File: config.mk
export PLATFORM = sky130hd
export DESIGN_NAME = pixel_stream_tx
export DESIGN_NICKNAME = d
export VERILOG_FILES = /design/src/rtl/pixel_stream_tx.sv
export SDC_FILE = /design/constraint.sdc
export NUM_CORES = 1
export LEC_CHECK = 0
export ABC_CLOCK_PERIOD_IN_PS = 2380
export CORE_MARGIN = 8
export CORE_UTILIZATION = 51
export CTS_CLUSTER_DIAMETER = 150
export CTS_CLUSTER_SIZE = 40
export DETAILED_ROUTE_END_ITERATION = 6
export MAX_ROUTING_LAYER = met4
export PLACE_DENSITY = 0.76
export SLEW_MARGIN = 0
export SYNTH_ARGS = -nofsm -noshare
export SYNTH_HDL_FRONTEND = slang
export SYNTH_SLANG_ARGS = --single-unit
File: constraint.sdc
create_clock -name clk -period 2.38 [get_ports clk]
set_input_delay 0.476 -clock clk [delete_from_list [all_inputs] [get_ports clk]]
set_output_delay 0.476 -clock clk [all_outputs]
set_load 0.05 [all_outputs]
File: src/rtl/pixel_stream_tx.sv
// pixel_stream_tx: raster-order frame-buffer reader feeding the window shift chain.
// Reads an IMG_W x IMG_H 8-bit image from a 1-cycle-latency synchronous RAM.
// It emits one pixel per load pulse and inserts GAP idle cycles between lines.
// Boundary tags travel with each pixel through a fixed 2-cycle read-to-load pipeline.
// Ports:
//   clk, reset          - rising-edge clock, synchronous active-high reset
//   start               - begin a frame (accepted only when idle)
//   stall               - downstream back-pressure; blocks new reads only
//   mem_en, mem_addr    - RAM read request (raster address from 0)
//   mem_data            - RAM read data, valid the cycle after mem_en
//   data, load          - pixel and its valid strobe
//   line_last           - with load on the last pixel of each line
//   frame_done          - with load on the final pixel of the frame
//   busy                - from start acceptance through the frame_done cycle
module pixel_stream_tx #(
  parameter int unsigned IMG_W  = 640,
  parameter int unsigned IMG_H  = 480,
  parameter int unsigned ADDR_W = 19,
  parameter int unsigned GAP    = 4
) (
  input  logic              clk,
  input  logic              reset,
  input  logic              start,
  input  logic              stall,
  output logic              mem_en,
  output logic [ADDR_W-1:0] mem_addr,
  input  logic [7:0]        mem_data,
  output logic [7:0]        data,
  output logic              load,
  output logic              line_last,
  output logic              frame_done,
  output logic              busy
);

  localparam int unsigned COL_W    = (IMG_W > 1) ? $clog2(IMG_W) : 1;
  localparam int unsigned ROW_W    = (IMG_H > 1) ? $clog2(IMG_H) : 1;
  localparam int unsigned GAP_W    = (GAP > 1) ? $clog2(GAP) : 1;
  localparam int unsigned GAP_LAST = (GAP > 0) ? GAP - 1 : 0;

  typedef enum logic [1:0] {S_IDLE, S_READ, S_GAP, S_DRAIN} state_t;

  state_t              r_state;
  state_t              w_next;
  logic [ADDR_W-1:0]   r_addr;
  logic [COL_W-1:0]    r_col;
  logic [ROW_W-1:0]    r_row;
  logic [GAP_W-1:0]    r_gap;
  logic                w_issue;
  logic                w_eol;
  logic                w_eof;
  // Stage 1: read in flight (RAM is producing data); tags captured at issue.
  logic                r_v1;
  logic                r_last1;
  logic                r_done1;
  // Stage 2: registered pixel outputs.
  logic [7:0]          r_data;
  logic                r_load;
  logic                r_line_last;
  logic                r_frame_done;

  // State register.
  always_ff @(posedge clk) begin
    if (reset) r_state <= S_IDLE;
    else       r_state <= w_next;
  end

  // Next-state and read-issue decode.
  always_comb begin
    w_next  = r_state;
    w_issue = 1'b0;
    w_eol   = 1'b0;
    w_eof   = 1'b0;
    case (r_state)
      S_IDLE: begin
        if (start) w_next = S_READ;
      end
      S_READ: begin
        if (!stall) begin
          w_issue = 1'b1;
          if (r_col == COL_W'(IMG_W - 1)) begin
            w_eol = 1'b1;
            if (r_row == ROW_W'(IMG_H - 1)) begin
              w_eof  = 1'b1;
              w_next = S_DRAIN;
            end else if (GAP > 0) begin
              w_next = S_GAP;
            end
          end
        end
      end
      S_GAP: begin
        if (r_gap == GAP_W'(GAP_LAST)) w_next = S_READ;
      end
      S_DRAIN: begin
        // Leave once the final pixel is on the outputs, keeping busy high that cycle.
        if (r_frame_done) w_next = S_IDLE;
      end
      default: w_next = S_IDLE;
    endcase
  end

  // Raster counters; addr is a plain incrementer cleared at frame start.
  always_ff @(posedge clk) begin
    if (reset || (r_state == S_IDLE && start)) begin
      r_addr <= '0;
      r_col  <= '0;
      r_row  <= '0;
    end else if (w_issue) begin
      r_addr <= r_addr + ADDR_W'(1);
      if (w_eol) begin
        r_col <= '0;
        r_row <= r_row + ROW_W'(1);
      end else begin
        r_col <= r_col + COL_W'(1);
      end
    end
  end

  // Inter-line gap counter; stall does not extend it.
  always_ff @(posedge clk) begin
    if (reset || r_state != S_GAP) r_gap <= '0;
    else                          r_gap <= r_gap + GAP_W'(1);
  end

  // Read-to-load pipeline; an issued read always completes unless reset discards it.
  always_ff @(posedge clk) begin
    if (reset) begin
      r_v1         <= 1'b0;
      r_last1      <= 1'b0;
      r_done1      <= 1'b0;
      r_data       <= '0;
      r_load       <= 1'b0;
      r_line_last  <= 1'b0;
      r_frame_done <= 1'b0;
    end else begin
      r_v1         <= w_issue;
      r_last1      <= w_eol;
      r_done1      <= w_eof;
      r_load       <= r_v1;
      r_line_last  <= r_v1 & r_last1;
      r_frame_done <= r_v1 & r_done1;
      if (r_v1) r_data <= mem_data;
    end
  end

  assign mem_en     = w_issue;
  assign mem_addr   = r_addr;
  assign data       = r_data;
  assign load       = r_load;
  assign line_last  = r_line_last;
  assign frame_done = r_frame_done;
  assign busy       = (r_state != S_IDLE);

endmodule

; After elaboration in Yosys (flattened, before gate mapping)
; Cells that the tools add are included.
[classes]
addsub = 4
n_eq_ne = 12
mux = 14
bitwise = 4
reduce_logical = 8
[ops]
columns = op, n
row1 = $add 19x1->19 const B, 1
row2 = $ne 2x2->1 const B, 6
row3 = $add 10x1->10 const B, 1
row4 = $eq 10x10->1 const B, 1
row5 = $mux 10, 1
row6 = $mux 2, 5
row7 = $add 9x1->9 const B, 1
row8 = $eq 9x9->1 const B, 1
row9 = $pmux 2 s4, 1
row10 = $mux 1, 7
row11 = $eq 2x2->1 const B, 3
row12 = $reduce_and 5->1, 1
row13 = $reduce_or 4->1, 1
row14 = $add 2x1->2 const B, 1
row15 = $and 1x1->1, 2
row16 = $eq 2x1->1 const B, 1
row17 = $logic_not 2->1, 1
row18 = $logic_or 1x1->1, 2
row19 = $not 1->1, 2
row20 = $reduce_and 2->1, 1
row21 = $reduce_bool 2->1, 1
row22 = $logic_and 1x1->1, 1
[word_totals]
ff_bits = 56
out_inout_bits = 32
wordCells = 54

; Logic depth before layout (Yosys ltp)
; Gate-level depths: netlist of run 1.
[logic_depth]
word_depth = 5
depth_mapped = 6
depth_no_buf = 5

; Least setup slack after synthesis of run 1
; OpenSTA, ideal clock, no wires.
[synth_timing]
kind = register to register
start = register r_addr[0] (netlist: mem_addr[0])
end = register r_addr[18] (netlist: mem_addr[18])
arrival_ns = 2.015
required_ns = 2.310
setup_slack_ns = 0.295
path_stages_with_launch = 6
n_path_buf = 0
synth_period_minus_slack_ns = 2.085
path_cell_list = dfxtp_1 -> ha_1 -> and4bb_2 -> nand3_1 -> or4_1 -> a21oi_1
[synth_between]
elab_chain_cells = 1
[synth_rtl]
columns = element, line_no
row1 = "start, declared", 44  ; logic [ADDR_W-1:0] r_addr;
row2 = "start signal, assigned", 109  ; r_addr <= r_addr + ADDR_W'(1);
row3 = $add 19x1->19, 109
; No other way between the ends.
; A chain may end at the register's enable or synchronous reset.

; Worst setup path in the final report of run 1
[layout_timing]
start = input stall
end = output mem_en
[layout_between]
elab_chain_cells = 2
[layout_rtl]
columns = element, line_no
row1 = "start, declared", 24  ; input logic stall,
row2 = $mux 1, 78  ; if (!stall) begin
row3 = $mux 1, 73  ; case (r_state)
row4 = "end, declared", 25  ; output logic mem_en,
; No other way between the ends.

==> impl_metrics.json, run 1 <==
{
  "status": "completed",
  "layout.cells.non_filler": 369,
  "grt_pass1_vias": 1975,
  "synth_top_area_share_pct": 46.9,
  "drive_above_1_share_pct": 9.21,
  "routed_wl_um": 5250,
  "crit_arrival_ps": 1780,
  "cts_tree": "done",
  "p_leak_nw": 0.991,
  "synth-seq-cells": 56,
  "seq_area_mm2": 0.00112,
  "num_vias": 2060,
  "finalClockSkew_ps": 11.6,
  "synth_cells": 263,
  "fp.coreArea_mm2": 0.00463,
  "yosysUniqueCellTypes": 42,
  "cts_max_path_buffers": 2,
  "wl_per_cell_um": 14.2,
  "first_pass_iters": 4,
  "yosys_most_used_dff": "dfxtp_1",
  "hold_path_class": "reg -> reg",
  "vdd.ir_drop.worst_uv": 381,
  "antennaDiodeCount": 0,
  "h-tree-depth": 2,
  "grt_overflow": 0,
  "syn_nets": 279,
  "grt_max_degree": 29,
  "antenna_found_initial": 0,
  "remaining_drc_errors": 0,
  "grt_pass1_wl_um": 8950,
  "synth_edf_count": 0,
  "end_kind": "output pin",
  "syn-cell-area_mm2": 0.00239,
  "avgSynthCellArea_um2": 9.10,
  "timing.slew.headroom_pct": 65.2,
  "hold_viol_final": 0,
  "final_area_mm2": 0.00305,
  "placed_area_mm2": 0.00294,
  "fmax_mhz": 444,
  "maxCapViolCount": 0,
  "row_count": 25,
  "ios": 44,
  "fin_tns_setup_ps": 0,
  "routabilityCongestion": 0.810,
  "synth-xor-area-share_pct": 6.96,
  "numCtsBuffers": 5,
  "dieHeight_um": 84.5,
  "finalCritPeriodShare_pct": 94.7,
  "start_util_pct": 51.7,
  "fin_hold_ws_ps": 451,
  "fin_crit_ps": 2250,
  "antenna_left": 0,
  "worstSetupPathType": "in -> out",
  "crit_required_ps": 1900,
  "grtUsageTotal_pct": 15.5,
  "grt_setup_unrepaired": "false",
  "vias_per_cell": 5.58,
  "worstMarginPinSlew_ps": 520,
  "synth-simple-area-share_pct": 26.8,
  "drt_iter0_markers": 90,
  "reg2regPathDepth": 4,
  "critPathMaxFanout": 12,
  "clockRootBuffer": "clkbuf_8",
  "netlist_top_cells_area": "dfxtp_1, xnor2_1, nor2_1",
  "area_delta_synth_final_pct": 27.7,
  "whs_path_depth": 1,
  "cts.clk_slew.worst_paths_ps": 100,
  "cts_sinks": 56,
  "insertion_delay_ps": 320,
  "setup_violations": 0,
  "synth.most_common_cell": "dfxtp_1",
  "p_per_area_mw_per_mm2": 558,
  "dpl.cell_count": 361,
  "muxShareOfSynthArea_pct": 4.24,
  "die_x_um": 84.5,
  "synth_fa_ha_area_share_pct": 2.09,
  "synth-seq-area-share_pct": 46.9,
  "postCtsHoldBufs": 0,
  "yosysWarnings": 0,
  "nNetsFinal": 330,
  "synthTopCellsByCount": "dfxtp_1, nor2_1, a21oi_1",
  "multiInputGateArea_mm2": 0.00119,
  "dpl.hpwl_um": 3820,
  "startpoint_type": "primary input",
  "nFillCells": 401,
  "synth_top_family_by_area": "simple AND/OR/NAND/NOR gates",
  "synth_compound_area_share_pct": 9.73,
  "yosys.area.top_type": "dfxtp_1",
  "drv_slew": 0,
  "async_flop_share_pct": 0,
  "die-area_mm2": 0.00714,
  "io_buffers": 43
}
stage by stage:
stage	utilization, %	setup WS (ps)	power, W
6_report	66.0	127	0.00171
4_1_cts	65.9	82.8	0.00172
2_1_floorplan	-	295	0.00104
3_5_place_dp	63.4	-66.4	0.00109
3_3_place_gp	63.4	-14.2	0.00109
5_1_grt	66.0	88.4	0.00176
worst paths after layout:
kind	from	endpoint	slack (ps)
hold / removal	r_done1	frame_done	450
hold reg to reg	r_done1	frame_done	450
setup / recovery	stall	mem_en	130
setup reg to reg	r_state[0]	mem_addr[17]	360
power by group:
part           internal (W)  switching, W
sequential         0.000944    0.00000996
combinational     0.0000478     0.0000648
clock              0.000317      0.000321
cell families (layout without fill, tap and decap cells):
logic type,count (synthesis),count (layout)
adder cells (fa/ha/maj),4,4
AO/OA/AOI/OAI,40,40
XOR/XNOR,19,19
buffers and inverters,18,70
flip-flops,56,56
AND/OR/NAND/NOR,116,116
multiplexers,10,10
state kept, by name, indices dropped and copies added, names as in the netlist, 2 cells and up:
signal	cells
data	8
mem_addr	19
r_col	10
r_gap	2
r_row	9
r_state	2
critical path: stages:
cell and delay [ps]:
clkdlybuf4s50_1 470, or3b_4 400, buf_4 190, clkinv_1 100, buf_12 140
cell type report:
class | count | share of cell area (%)
multi-input cells | 189 | 39.0
well taps | 54 | 2.21
clock buffers | 5 | 2.25
clock inverters | 3 | 1.52
flip-flops and latches | 56 | 36.7
inverters | 7 | 0.860
repair buffers | 55 | 17.5
cells in the final DEF, fill, tap and decap left out, types with 2 or more instances in the layout:
| cell | n |
|---|---|
| and4bb_2 | 2 |
| clkbuf_8 | 5 |
| nor3_1 | 4 |
| nand3_1 | 11 |
| nand2_1 | 19 |
| xor2_1 | 6 |
| or4_1 | 9 |
| xnor2_1 | 13 |
| or3_1 | 5 |
| nand4_1 | 13 |
| ha_1 | 4 |
| buf_4 | 12 |
| and2_1 | 4 |
| o21ai_0 | 6 |
| a21oi_1 | 21 |
| o31ai_1 | 9 |
| inv_1 | 6 |
| and4_1 | 2 |
| nor2_1 | 30 |
| mux2i_1 | 9 |
| clkdlybuf4s50_1 | 41 |
| dfxtp_1 | 56 |
| nor4_1 | 6 |
what timing repair did:
item                                    CTS  global route
buffers inserted                          0             0
endpoints found under the setup margin    0             1
resized for setup                         0             1
hold endpoints to repair                  0             0
per-layer routing:
metal / wire (um) / share of wire [%] / global-route usage [%]
met5: 0 / 0 / -
met3: 309 / 5.9 / 5.17
met4: 78 / 1.5 / 5.83
met1: 2360 / 45 / 17.1
met2: 2510 / 48 / 25.6
No activity file was read; power rests on OpenSTA's default activity.
==> run 2: changes to the inputs <==
GPL_TIMING_DRIVEN = 0   (was unset)
==> run 2 against run 1 <==
Compared with the run above: non-clock buffer count down 2; flip-flop and latch count unchanged; worst hold slack worse by 7.7 ps; register-to-register slack worse by 50 ps; largest cell class unchanged; largest power group unchanged.
==> impl_metrics.json, run 2 (synthesis results as in run 1) <==
{
  "dpl.hpwl_um": 3800,
  "worstMarginPinSlew_ps": 581,
  "grt_max_degree": 19,
  "groute.layer.met3.usage_pct": 4.39,
  "startpoint": "stall",
  "io_buffers": 42,
  "startpoint_type": "primary input",
  "layout.cells.non_filler": 367,
  "cts_max_path_buffers": 2,
  "insertion_delay_ps": 320,
  "drt_iter0_markers": 102,
  "end_kind": "output pin",
  "r2r_slack_ps": 310,
  "die-area_mm2": 0.00714,
  "nNetsFinal": 328,
  "drive_above_1_share_pct": 6.39,
  "ios": 44,
  "grt_overflow": 0,
  "p_per_area_mw_per_mm2": 537,
  "globalRouteMet2Util_pct": 26.2,
  "area_delta_synth_final_pct": 24.0,
  "fin_crit_ps": 2290,
  "cts_sinks": 56,
  "maxCapViolCount": 0,
  "antenna_found_initial": 0,
  "fin_tns_setup_ps": 0,
  "cp_slowest_cell": "clkdlybuf4s50_1",
  "crit_arrival_ps": 1820,
  "finalClockSkew_ps": 9.85,
  "antenna_left": 0,
  "remaining_drc_errors": 0,
  "grt_busiest_layer": "met2",
  "h-tree-depth": 2,
  "numCtsBuffers": 5,
  "grt_setup_unrepaired": "false",
  "grt_pass1_wl_um": 9170,
  "fmax_mhz": 436,
  "status": "completed",
  "dpl.cell_count": 359,
  "r2r_start": "r_col[0]",
  "grtUsageTotal_pct": 16.1,
  "routabilityCongestion": 0.843,
  "grt_pass1_vias": 2055,
  "routed_wl_um": 5160,
  "fin_hold_ws_ps": 444,
  "fp.coreArea_mm2": 0.00463,
  "critPathMaxFanout": 6,
  "finalCritPeriodShare_pct": 96.4,
  "hold_viol_final": 0,
  "setup_violations": 0,
  "largest_reg_flops": 19,
  "timing.slew.headroom_pct": 61.2,
  "timing.rr.end": "r_row[4]",
  "whs_path_depth": 1,
  "p_leak_nw": 0.933,
  "worstSetupPathType": "in -> out",
  "cts.clk_slew.worst_paths_ps": 100,
  "start_util_pct": 51.7,
  "first_pass_iters": 4,
  "die_x_um": 84.5,
  "crit_required_ps": 1900,
  "wl_per_cell_um": 14.1,
  "antennaDiodeCount": 0,
  "min_from": "r_done1",
  "slowest_delay_ps": 470,
  "dieHeight_um": 84.5,
  "cts_tree": "done",
  "final_cell_mix": "dfxtp_1, clkdlybuf4s50_1, nor2_1",
  "hold_path_class": "reg -> reg",
  "row_count": 25,
  "final_common_cell": "dfxtp_1",
  "vdd.ir_drop.worst_uv": 303,
  "reg2regPathDepth": 6,
  "hold_path_end": "frame_done",
  "vias_per_cell": 5.58,
  "drv_slew": 0,
  "crit_chain": "clkdlybuf4s50_1, or3b_4, clkinv_1, buf_2",
  "clockRootBuffer": "clkbuf_8",
  "met1_usage_pct": 17.9,
  "num_vias": 2049
}
run 2: cell count changes in the layout (fill, tap and decap cells not counted), sizes merged:
cell / change
buf: -9
clkinv: +2
clkinvlp: -1
dlymetal6s2s: -1
clkbuf: +8
bufinv: -1
run 2: repair_timing:
action	in CTS	in global routing
gates resized for setup	5	0
hold buffers	0	0
buffers inserted	0	0
endpoints found under the setup margin	1	0
run 2: area by class of cell:
| type | instances | area [um2] |
|---|---|---|
| plain buffers | 11 | 53.8 |
| clock buffers | 5 | 68.8 |
| clock inverters | 3 | 22.5 |
| fillers | 409 | 1660 |
| inverters | 7 | 26.3 |
| multi-input cells | 189 | 1190 |
| flip-flops and latches | 56 | 1120 |
| well taps | 54 | 67.6 |
| repair buffers | 42 | 415 |
run 2: per-stage QoR:
step / util (%) / setup slack, ps / total power, W / area [um2]
global placement: 62.2 / -447 / 0.00108 / 2880
CTS: 64.1 / 95.0 / 0.00161 / 2970
global route: 64.1 / 12.3 / 0.00166 / 2970
detailed placement: 62.2 / -444 / 0.00109 / 2880
floorplan: - / 295 / 0.00104 / 2390
finish: 64.1 / 85.5 / 0.00159 / 2970
run 2: where the power goes:
group          switching, W  total [W]  leakage, nW  internal [W]
sequential       0.00000469   0.000949        0.452      0.000944
combinational     0.0000697   0.000113        0.433     0.0000430
clock              0.000319   0.000530       0.0485      0.000212
total              0.000393    0.00159        0.933       0.00120
run 2: how the worst max path moves through the flow:
stage,end,cells past startpoint
2_1_floorplan,mem_addr[18],5
3_3_place_gp,mem_en,4
3_5_place_dp,mem_en,4
4_1_cts,mem_en,4
5_1_grt,r_row[4],6
6_report,mem_en,4
run 2: critical path: cells and delay by family:
| family | cells | cell delay [ps] |
|---|---|---|
| simple gates | 1 | 420 |
| buf+inv | 3 | 910 |
run 2: layer usage:
metal  vias up  routed length (um)
met1       941                2410
met3         8                 274
met4         0                  95
met2        54                2380
li1       1046                   -
met5         -                   0
==> run 3: changes to the inputs <==
PLACE_DENSITY = 0.89   (was 0.76)
==> run 3 against run 2 <==
Compared with the run above: die area unchanged; via count decreased by 0.54%; critical path depth unchanged; register-to-register slack got worse by 80 ps; critical endpoint unchanged; global-route usage decreased by 0.40 points; routed wire length increased by 3.5%; clock power decreased by 2%; flip-flop and latch count unchanged; sequential power about the same.
==> impl_metrics.json, run 3 (synthesis results as in run 1) <==
{
  "crit_required_ps": 1900,
  "routed_wl_um": 5340,
  "cts_tree": "done",
  "switching_power_w": 0.000381,
  "area_delta_synth_final_pct": 23.7,
  "hold_viol_final": 0,
  "drv_slew": 0,
  "final_cell_mix": "dfxtp_1, clkdlybuf4s50_1, nor2_1",
  "p_leak_nw": 0.927,
  "hold_path_class": "reg -> reg",
  "timing.rr.end": "r_row[4]",
  "remaining_drc_errors": 0,
  "numCtsBuffers": 5,
  "grt_pass1_wl_um": 9050,
  "drt_iter0_markers": 119,
  "insertion_delay_ps": 310,
  "ios": 44,
  "startpoint_type": "primary input",
  "antenna_found_initial": 0,
  "nNetsFinal": 328,
  "final_area_mm2": 0.00296,
  "grt_overflow": 0,
  "nFillCells": 384,
  "wl_per_cell_um": 14.6,
  "fp.coreArea_mm2": 0.00463,
  "critPathMaxFanout": 6,
  "whs_path_depth": 1,
  "worstMarginPinSlew_ps": 590,
  "io_buffers": 42,
  "r2r_start": "r_col[0]",
  "grt_max_degree": 17,
  "drive_above_1_share_pct": 5.75,
  "antennaDiodeCount": 0,
  "power.internal_w": 0.00120,
  "clockRootBuffer": "clkbuf_8",
  "seq_area_mm2": 0.00112,
  "row_count": 25,
  "postCtsHoldBufs": 0,
  "cts_max_path_buffers": 2,
  "fin_tns_setup_ps": 0,
  "timing.slew.headroom_pct": 60.7,
  "status": "completed",
  "die_x_um": 84.5,
  "dpl.hpwl_um": 3910,
  "finalClockSkew_ps": 11.4,
  "multiInputGateArea_mm2": 0.00119,
  "p_per_area_mw_per_mm2": 533,
  "cts_sinks": 56,
  "dieHeight_um": 84.5,
  "h-tree-depth": 2,
  "fin_util_pct": 63.9,
  "first_pass_iters": 4,
  "final_common_cell": "dfxtp_1",
  "grt_pass1_vias": 1994,
  "netSwitchingFraction_pct": 24.1,
  "fin_ws_ps": 104,
  "die-area_mm2": 0.00714,
  "finalCritPeriodShare_pct": 95.6,
  "p_clk_share_pct": 32.8,
  "r2r_slack_ps": 230,
  "pwr-share-seq_pct": 60.1,
  "start_util_pct": 51.7,
  "end_kind": "output pin",
  "maxCapViolCount": 0,
  "reg2regPathDepth": 6,
  "dpl_worst_slack_ps": -448,
  "crit_arrival_ps": 1800,
  "fin_crit_ps": 2280,
  "min_from": "r_last1",
  "worstSetupPathType": "in -> out",
  "largest_reg_flops": 19,
  "combPwrFrac_pct": 7.2,
  "cts_setup_buffers": 0,
  "grt_setup_unrepaired": "false",
  "vdd.ir_drop.worst_uv": 341,
  "num_vias": 2038,
  "setup_violations": 0,
  "vias_per_cell": 5.55,
  "fmax_mhz": 439,
  "grtUsageTotal_pct": 15.7,
  "routabilityCongestion": 0.920,
  "antenna_left": 0,
  "hold_path_end": "line_last",
  "placed_area_mm2": 0.00288,
  "cts.clk_slew.worst_paths_ps": 100
}
run 3: power by group through the flow:
| stage | sequential [W] | clock (W) | combinational, W |
|---|---|---|---|
| floorplan | 0.000988 | 0 | 0.0000512 |
| global placement | 0.000970 | 0 | 0.000112 |
| detailed placement | 0.000971 | 0 | 0.000114 |
| CTS | 0.000949 | 0.000522 | 0.000114 |
| global route | 0.000950 | 0.000568 | 0.000121 |
| finish | 0.000949 | 0.000517 | 0.000113 |
run 3: worst max-delay path by stage:
stage                      startpoint            to  slack (ps)  depth (start not counted)
after floorplan           mem_addr[0]  mem_addr[18]         300                          5
after global placement          stall        mem_en        -430                          4
after detailed placement        stall        mem_en        -450                          4
after CTS                       stall        mem_en          90                          4
after global routing            stall      r_row[4]           8                          6
final                           stall        mem_en         100                          4
run 3: layout make-up:
cell class,instances,area share [%]
multi-input combinational,189,40.2
sequential,56,37.9
timing repair buffer,42,14.0
clock buffer,7,2.58
tap,54,2.28
buffer,11,1.82
inverter,7,0.888
clock inverter,1,0.296
run 3: stage by stage:
step	std cells	hold slack (ps)	total power, W
2_1_floorplan	263	406	0.00104
4_1_cts	367	441	0.00158
5_1_grt	367	465	0.00164
3_3_place_gp	359	413	0.00108
6_report	367	438	0.00158
3_5_place_dp	359	428	0.00108
run 3: worst max-delay path, stage by stage:
cell and delay (ps):
clkdlybuf4s50_1 460, or3b_4 410, clkinv_1 160, buf_2 290
run 3: repair_timing:
item                                   CTS  global route
setup endpoints to repair                1             0
endpoints found under the hold margin    0             0
resized for setup                        5             0
run 3: routing by layer:
| metal | up-vias | part of all wire (%) | GRT usage (%) |
|---|---|---|---|
| li1 | 1044 | - | - |
| met4 | 0 | 1.9 | 5.99 |
| met2 | 43 | 48 | 25.9 |
| met3 | 9 | 4.4 | 4.00 |
| met1 | 942 | 46 | 17.7 |
| met5 | - | 0 | - |
